==> src/rtl/mem_arbiter.sv <==
// Four-way shared-RAM arbiter: data caches beat instruction caches, with round-robin between cores.
// A single request is granted at a time, and the RAM is driven from the live inputs of the granted cache.
module mem_arbiter #(
    parameter int unsigned TIMEOUT = 1023
) (
    input  logic        CLK,
    input  logic        nRST,
    input  logic [1:0]  iREN,
    input  logic [31:0] iaddr0,
    input  logic [31:0] iaddr1,
    output logic [1:0]  iwait,
    output logic [31:0] iload0,
    output logic [31:0] iload1,
    input  logic [1:0]  dREN,
    input  logic [1:0]  dWEN,
    input  logic [31:0] daddr0,
    input  logic [31:0] daddr1,
    input  logic [31:0] dstore0,
    input  logic [31:0] dstore1,
    output logic [1:0]  dwait,
    output logic [31:0] dload0,
    output logic [31:0] dload1,
    output logic        ramREN,
    output logic        ramWEN,
    output logic [31:0] ramaddr,
    output logic [31:0] ramstore,
    input  logic [31:0] ramload,
    input  logic        ramready,
    output logic        err
);
    localparam int unsigned CW = 10;
    localparam logic [0:0] IDLE = 1'b0;
    localparam logic [0:0] BUSY = 1'b1;
    localparam logic [1:0] G_D0 = 2'd0;
    localparam logic [1:0] G_D1 = 2'd1;
    localparam logic [1:0] G_I0 = 2'd2;
    localparam logic [1:0] G_I1 = 2'd3;

    logic [0:0]    state, state_n;
    logic [1:0]    gnt, gnt_n;
    logic          rr_d, rr_d_n, rr_i, rr_i_n;
    logic [CW-1:0] cnt, cnt_n;
    logic          err_n;

    logic          busy, sel_ren, sel_wen, sel_req, done_c;
    logic [31:0]   sel_addr, sel_store;
    logic [1:0]    dreq;

    assign dreq = dREN | dWEN;
    assign busy = (state == BUSY);

    // Live request of the granted cache; a simultaneous read+write is a write.
    always_comb begin
        sel_ren   = 1'b0;
        sel_wen   = 1'b0;
        sel_addr  = '0;
        sel_store = '0;
        case (gnt)
            G_D0: begin
                sel_wen   = dWEN[0];
                sel_ren   = dREN[0] & ~dWEN[0];
                sel_addr  = daddr0;
                sel_store = dstore0;
            end
            G_D1: begin
                sel_wen   = dWEN[1];
                sel_ren   = dREN[1] & ~dWEN[1];
                sel_addr  = daddr1;
                sel_store = dstore1;
            end
            G_I0: begin
                sel_ren  = iREN[0];
                sel_addr = iaddr0;
            end
            default: begin
                sel_ren  = iREN[1];
                sel_addr = iaddr1;
            end
        endcase
    end

    assign sel_req = sel_ren | sel_wen;
    assign done_c  = busy & sel_req & ramready;

    assign ramREN   = busy & sel_ren;
    assign ramWEN   = busy & sel_wen;
    assign ramaddr  = busy ? sel_addr  : '0;
    assign ramstore = busy ? sel_store : '0;

    assign dwait[0] = ~(done_c && gnt == G_D0);
    assign dwait[1] = ~(done_c && gnt == G_D1);
    assign iwait[0] = ~(done_c && gnt == G_I0);
    assign iwait[1] = ~(done_c && gnt == G_I1);

    assign dload0 = (busy && gnt == G_D0) ? ramload : '0;
    assign dload1 = (busy && gnt == G_D1) ? ramload : '0;
    assign iload0 = (busy && gnt == G_I0) ? ramload : '0;
    assign iload1 = (busy && gnt == G_I1) ? ramload : '0;

    always_comb begin
        state_n = state;
        gnt_n   = gnt;
        rr_d_n  = rr_d;
        rr_i_n  = rr_i;
        cnt_n   = cnt;
        err_n   = err;
        case (state)
            IDLE: begin
                if (|dreq) begin
                    gnt_n   = {1'b0, (&dreq) ? rr_d : dreq[1]};
                    cnt_n   = '0;
                    state_n = BUSY;
                end else if (|iREN) begin
                    gnt_n   = {1'b1, (&iREN) ? rr_i : iREN[1]};
                    cnt_n   = '0;
                    state_n = BUSY;
                end
            end
            default: begin
                if (!sel_req) begin
                    state_n = IDLE;
                end else if (ramready) begin
                    // Completion beats a coincident timeout; favour the other core next time.
                    if (gnt[1]) rr_i_n = ~gnt[0];
                    else        rr_d_n = ~gnt[0];
                    state_n = IDLE;
                end else if (cnt >= CW'(TIMEOUT - 1)) begin
                    err_n   = 1'b1;
                    state_n = IDLE;
                end else begin
                    cnt_n = (cnt == '1) ? cnt : cnt + CW'(1);
                end
            end
        endcase
    end

    always_ff @(posedge CLK or negedge nRST) begin
        if (!nRST) begin
            state <= IDLE;
            gnt   <= G_D0;
            rr_d  <= 1'b0;
            rr_i  <= 1'b0;
            cnt   <= '0;
            err   <= 1'b0;
        end else begin
            state <= state_n;
            gnt   <= gnt_n;
            rr_d  <= rr_d_n;
            rr_i  <= rr_i_n;
            cnt   <= cnt_n;
            err   <= err_n;
        end
    end
endmodule

==> config.mk <==
export PLATFORM = sky130hd
export DESIGN_NAME = mem_arbiter
export DESIGN_NICKNAME = d
export VERILOG_FILES = /design/src/rtl/mem_arbiter.sv
export SDC_FILE = /design/constraint.sdc
export NUM_CORES = 1
export LEC_CHECK = 0
export CORE_AREA = 3 3 167 169
export DETAILED_ROUTE_END_ITERATION = 6
export DIE_AREA = 0 0 170 172
export GPL_TIMING_DRIVEN = 0
export SLEW_MARGIN = 20
export SYNTH_ARGS = -nofsm -noshare
export SYNTH_HDL_FRONTEND = slang
export SYNTH_SLANG_ARGS = --single-unit
==> constraint.sdc <==
create_clock -name CLK -period 2.9 [get_ports CLK]
set_input_delay 0.58 -clock CLK [delete_from_list [all_inputs] [get_ports CLK]]
set_output_delay 0.58 -clock CLK [all_outputs]
set_load 0.1 [all_outputs]
Word level (Yosys, flattened, before mapping)
Index checks and enable logic that the tools add are counted.

word-level totals
  flip-flop bits (word level) = 16
  input bits = 233
  output and inout port bits = 199
  word-level logic and storage cells = 81

operators by class
  add/subtract/negate cells = 1
  order comparisons = 1
  equal/unequal tests = 8
  muxes and demuxes = 27
  bitwise logic cells = 18
  reductions and logical operators = 20

operators by type and width
  operator                                                                  count
  32-bit 2-to-1 mux                                                         6
  32-bit one-hot mux with 3 select lines                                    1
  10-bit 2-to-1 mux                                                         7
  32-bit one-hot mux with 2 select lines                                    1
  4-bit AND reduction                                                       3
  10-bit by 1-bit adder with 10-bit output (second input constant)          1
  10-bit == test (second input constant)                                    1
  10-bit >= comparator (second input constant)                              1
  1-bit inverter                                                            10
  1-bit logical AND                                                         8
  1-bit 2-to-1 mux                                                          8
  1-bit bitwise AND                                                         6
  2-bit inequality test (second input constant)                             3
  2-bit AND reduction                                                       3
  5-bit AND reduction                                                       1
  2-bit == test (second input constant)                                     2
  2-bit 2-to-1 mux                                                          2
  2-bit OR reduction                                                        2
  1-bit one-hot mux with 3 select lines                                     1
  3-bit nonzero test                                                        1
  2-bit by 1-bit == test with 1-bit output (second input constant)          1
  2-bit logical NOT                                                         1
  2-bit by 1-bit inequality test with 1-bit output (second input constant)  1
  2-bit bitwise OR                                                          1
  other kinds (3)                                                           3

Logic depth before layout (Yosys ltp)
  word-level depth = 8
  gate-level depth with buffers = 6
  mapped depth without buffers = 6

Worst setup path before layout
Ideal clock, no wire load.

  kind = input port to output port
  start = input dREN[0]
  end = output dwait[0]
  arrival = 2.202 ns
  setup slack = 0.118 ns
  stages = 4
  cell sequence = or3_1 -> a31oi_4 -> or3_4 -> nand2b_1

between the ends
  word-level cells in the longest chain between the ends = 7

ends and longest elaborated chain
  what                                   line  RTL
  start: declaration                     14    input logic [1:0] dREN,
  1-bit bitwise AND                      61    sel_ren = dREN[0] & ~dWEN[0];
  1-bit one-hot mux with 3 select lines  58    case (gnt)
  1-bit bitwise OR                       82    assign sel_req = sel_ren | sel_wen;
  1-bit bitwise AND (2 in a row)         83    assign done_c = busy & sel_req & ramready;
  1-bit logical AND                      90    assign dwait[0] = ~(done_c && gnt == G_D0);
  1-bit inverter                         90
  end: declaration                       20    output logic [1:0] dwait,

Every way passes these cells.

Worst setup path after layout
Ends and elaborated chain as after synthesis.

==> impl_results.md <==
* Slowest cell on the critical path: clkdlybuf4s50_1
* First-pass DRT Iterations at 4
* Crit path buf inv count at 2
* Number of inserted diodes at 0
* Via density at 4.10
* Final Hold Viols at 0
* Post-route DRC at 0
* Mapped Cells at 375
* RSZ-0062 raised after global routing: yes
* Share of cells above drive strength 1 at 0.343
* Clk_skew at 0.00284 ns
* Congestion Overflow GR at 0
* Top layer used by detailed routing: met4
* Worst Max-Slew Pin Slew at 1.01 ns
* Clk buf depth at 2
* Worst Path Required at 2.32 ns
* TritonCTS clock tree: yes
* GRT Util Overall at 0.133
* Startpoint class of the critical path: input port
* Largest family of logic cells by synthesized area: simple AND/OR/NAND/NOR gates
* R2R depth at 6
* FMAX at 353 MHz
* FF+latch area at 400 um2
* Core Box Area at 0.0267 mm2
* R2R Setup Slk at 1.08 ns
* Final #Nets at 1052
* Ys async rst share at 1.00
* Initial antenna violation count at 1
* Adder-Cell Fraction of Synth Area at 0.00779
* M1 WL at 9.54 mm
* Htree depth at 1
* Final setup viols at 0
* Max FO, Critical Path at 4
* Endpoint class of the critical path: primary output
* Syn_area_per_cell at 8.57 um2
* DR WL met3 at 1.88 mm
* Share of the yosys chip area belonging to registers at 0.125
* Most frequent cells in the layout: clkdlybuf4s50_1, and2_1, buf_4, buf_2
* Synth Area in Simple Gates at 0.417
* Dpl hpwl at 18.7 mm
* Clock Sink Count at 16
* Cell taking the most area after synthesis: and2_1
* CTS buffer count at 3
* Ys Warns at 0
* Synth cell types at 47
* Crit. path cell count at 6
* CTS clk-pin slew, worst paths at 0.05 ns
* Avg WL per Cell at 19.2 um
* DR WL met2 at 10.7 mm
* ANT nets after route at 0
* Placer Congestion at 0.750
* Initial Utilization at 0.120
* Fillers at 2922
* Max Slew Vio Count at 0
* Clk_lat worst skew at 0.25 ns
* Detailed router's first-iteration violation count at 261
* Critical path type: in -> out
* Area Overhead vs Synth at 139%
* Hold endpoint: err$_DFFE_PN0P_
* Fin util at 0.287
* Area occupied by multi-input gates at 0.00270 mm2
* Largest net degree at the start of global routing at 17
* Crit path top cell by count: or3_4
* Post-Synthesis Net Count at 610
* Die X at 170 um
* Die area at 0.0292 mm2
* FF+latch count, synth at 16
* EDFF count, synth at 0
* Vias in the first global route at 4777
* Mapped cell area at 0.00321 mm2
* Worst path max stage delay at 0.48 ns
* Die height at 172 um
* Min-delay src: err$_DFFE_PN0P_
* Area contributors post-synth: and2_1, mux4_2, dfrtp_1
* Setup TNS at 0 ns
* Crit share post-route at 0.976
* Hold_buf cts at 0
* Io pins at 432
* Multiplexer area fraction after synthesis at 0.232
* WHS Path Cells at 1
* Total Routed Length at 22.2 mm
* I/O Buffers at 431
* Rows at 60
* R2R Path End: cnt[4]$_DFFE_PN0P_
* Fraction of synthesized cell area in xor and xnor cells at 0
* Commonest non-fill, non-tap cell in the layout: clkdlybuf4s50_1
* Critical Path AT at 2.25 ns
* Synth top area share at 0.315
* Final min period at 2.83 ns
* Crit-path leading delay family: simple AND/OR/NAND/NOR gates
* Predominant post-synthesis flop cell: dfrtp_1
* Post-synthesis compound-gate area fraction at 0.172
* CTS root buf: clkbuf_16
* Slew HR at 0.322
* First-pass GRT wire length at 30.0 mm
* Hold Crit Class: reg -> reg
* Max_cap viols at 0
* Outcome: complete, no violations
* Cells along the critical path: clkdlybuf4s50_1 -> or3_4 -> a31oi_4 -> or3_4 -> nand2b_1 -> buf_6
* RR Startpoint: gnt[1]$_DFFE_PN0P_
* Vias at 4749
-- layout make-up --
class                      instances  share of cell area
timing repair buffer             437               0.506
clock buffer                       4              0.0116
tap                              341              0.0556
inverter                           4             0.00196
buffer                            32              0.0209
multi-input combinational        323               0.352
sequential                        16              0.0522
-- synthesized netlist by cell type (2+ instances only) --
cell and number:
nand3_1 6, nor2b_1 3, a21oi_1 7, dfrtp_1 16, nor3b_1 2, nor3_1 2
o22ai_1 2, and3_1 2, buf_2 12, a31o_2 2, a22o_1 32, mux4_2 32
nand2b_1 5, clkbuf_1 20, ha_1 2, o21ai_0 3, or3_1 2, nor2_1 12
a31oi_1 4, inv_1 4, o21a_1 2, and2_1 162, o21ai_1 3, o31ai_1 5
nand4_1 3, nand2_1 9
-- worst reg2reg max path, cell delays in order, from the launching register on --
cell and delay [ns]:
dfrtp_1 0.44, nor2b_1 0.25, nor3_4 0.06, buf_4 0.14, a311oi_2 0.58, o21ai_1 0.15
o41ai_1 0.08
-- worst max path at each step --
stage,to,startpoint
detailed placement,ramstore[23],gnt[0]$_DFFE_PN0P_
finish,dwait[0],dREN[0]
floorplan,dwait[0],dREN[0]
CTS,dwait[1],dWEN[0]
global placement,ramstore[23],gnt[0]$_DFFE_PN0P_
global route,dwait[0],dREN[0]
-- stage by stage --
step | setup WS (ns) | hold slack [ns] | cells | area (um2)
finish | 0.0710 | 0.472 | 1157 | 7670
floorplan | 0.118 | 0.284 | 375 | 3210
detailed placement | -1.33 | 0.458 | 1147 | 7950
global route | -0.0102 | 0.489 | 1157 | 7670
CTS | -0.0579 | 0.474 | 1153 | 7640
global placement | -1.27 | 0.462 | 1147 | 7950
-- registers in the layout, indices dropped and copies added, names as in the netlist --
register	cells
err	1
rr_i	1
busy	1
gnt	2
cnt	10
rr_d	1
-- per-layer routing --
| metal | global-route usage | vias up |
|---|---|---|
| met5 | 0 | - |
| met4 | 0.0138 | 0 |
| met3 | 0.0286 | 6 |
| met2 | 0.230 | 274 |
| met1 | 0.178 | 2228 |
| li1 | - | 2241 |
-- logic make-up after synthesis --
group	after synthesis
AO/OA/AOI/OAI	69
adder cells (fa/ha/maj)	2
buffers and inverters	36
flip-flops	16
multiplexers	34
AND/OR/NAND/NOR	218
-- repair_timing --
item | CTS | global route
pin swaps | 2 | 2
endpoints found under the setup margin | 198 | 121
buffers inserted | 2 | 4
gates resized for setup | 1093 | 34
hold endpoints to repair | 0 | 0
Power is not shown: default switching activity piles up to over one toggle a cycle in this logic, so the estimate is an artifact.
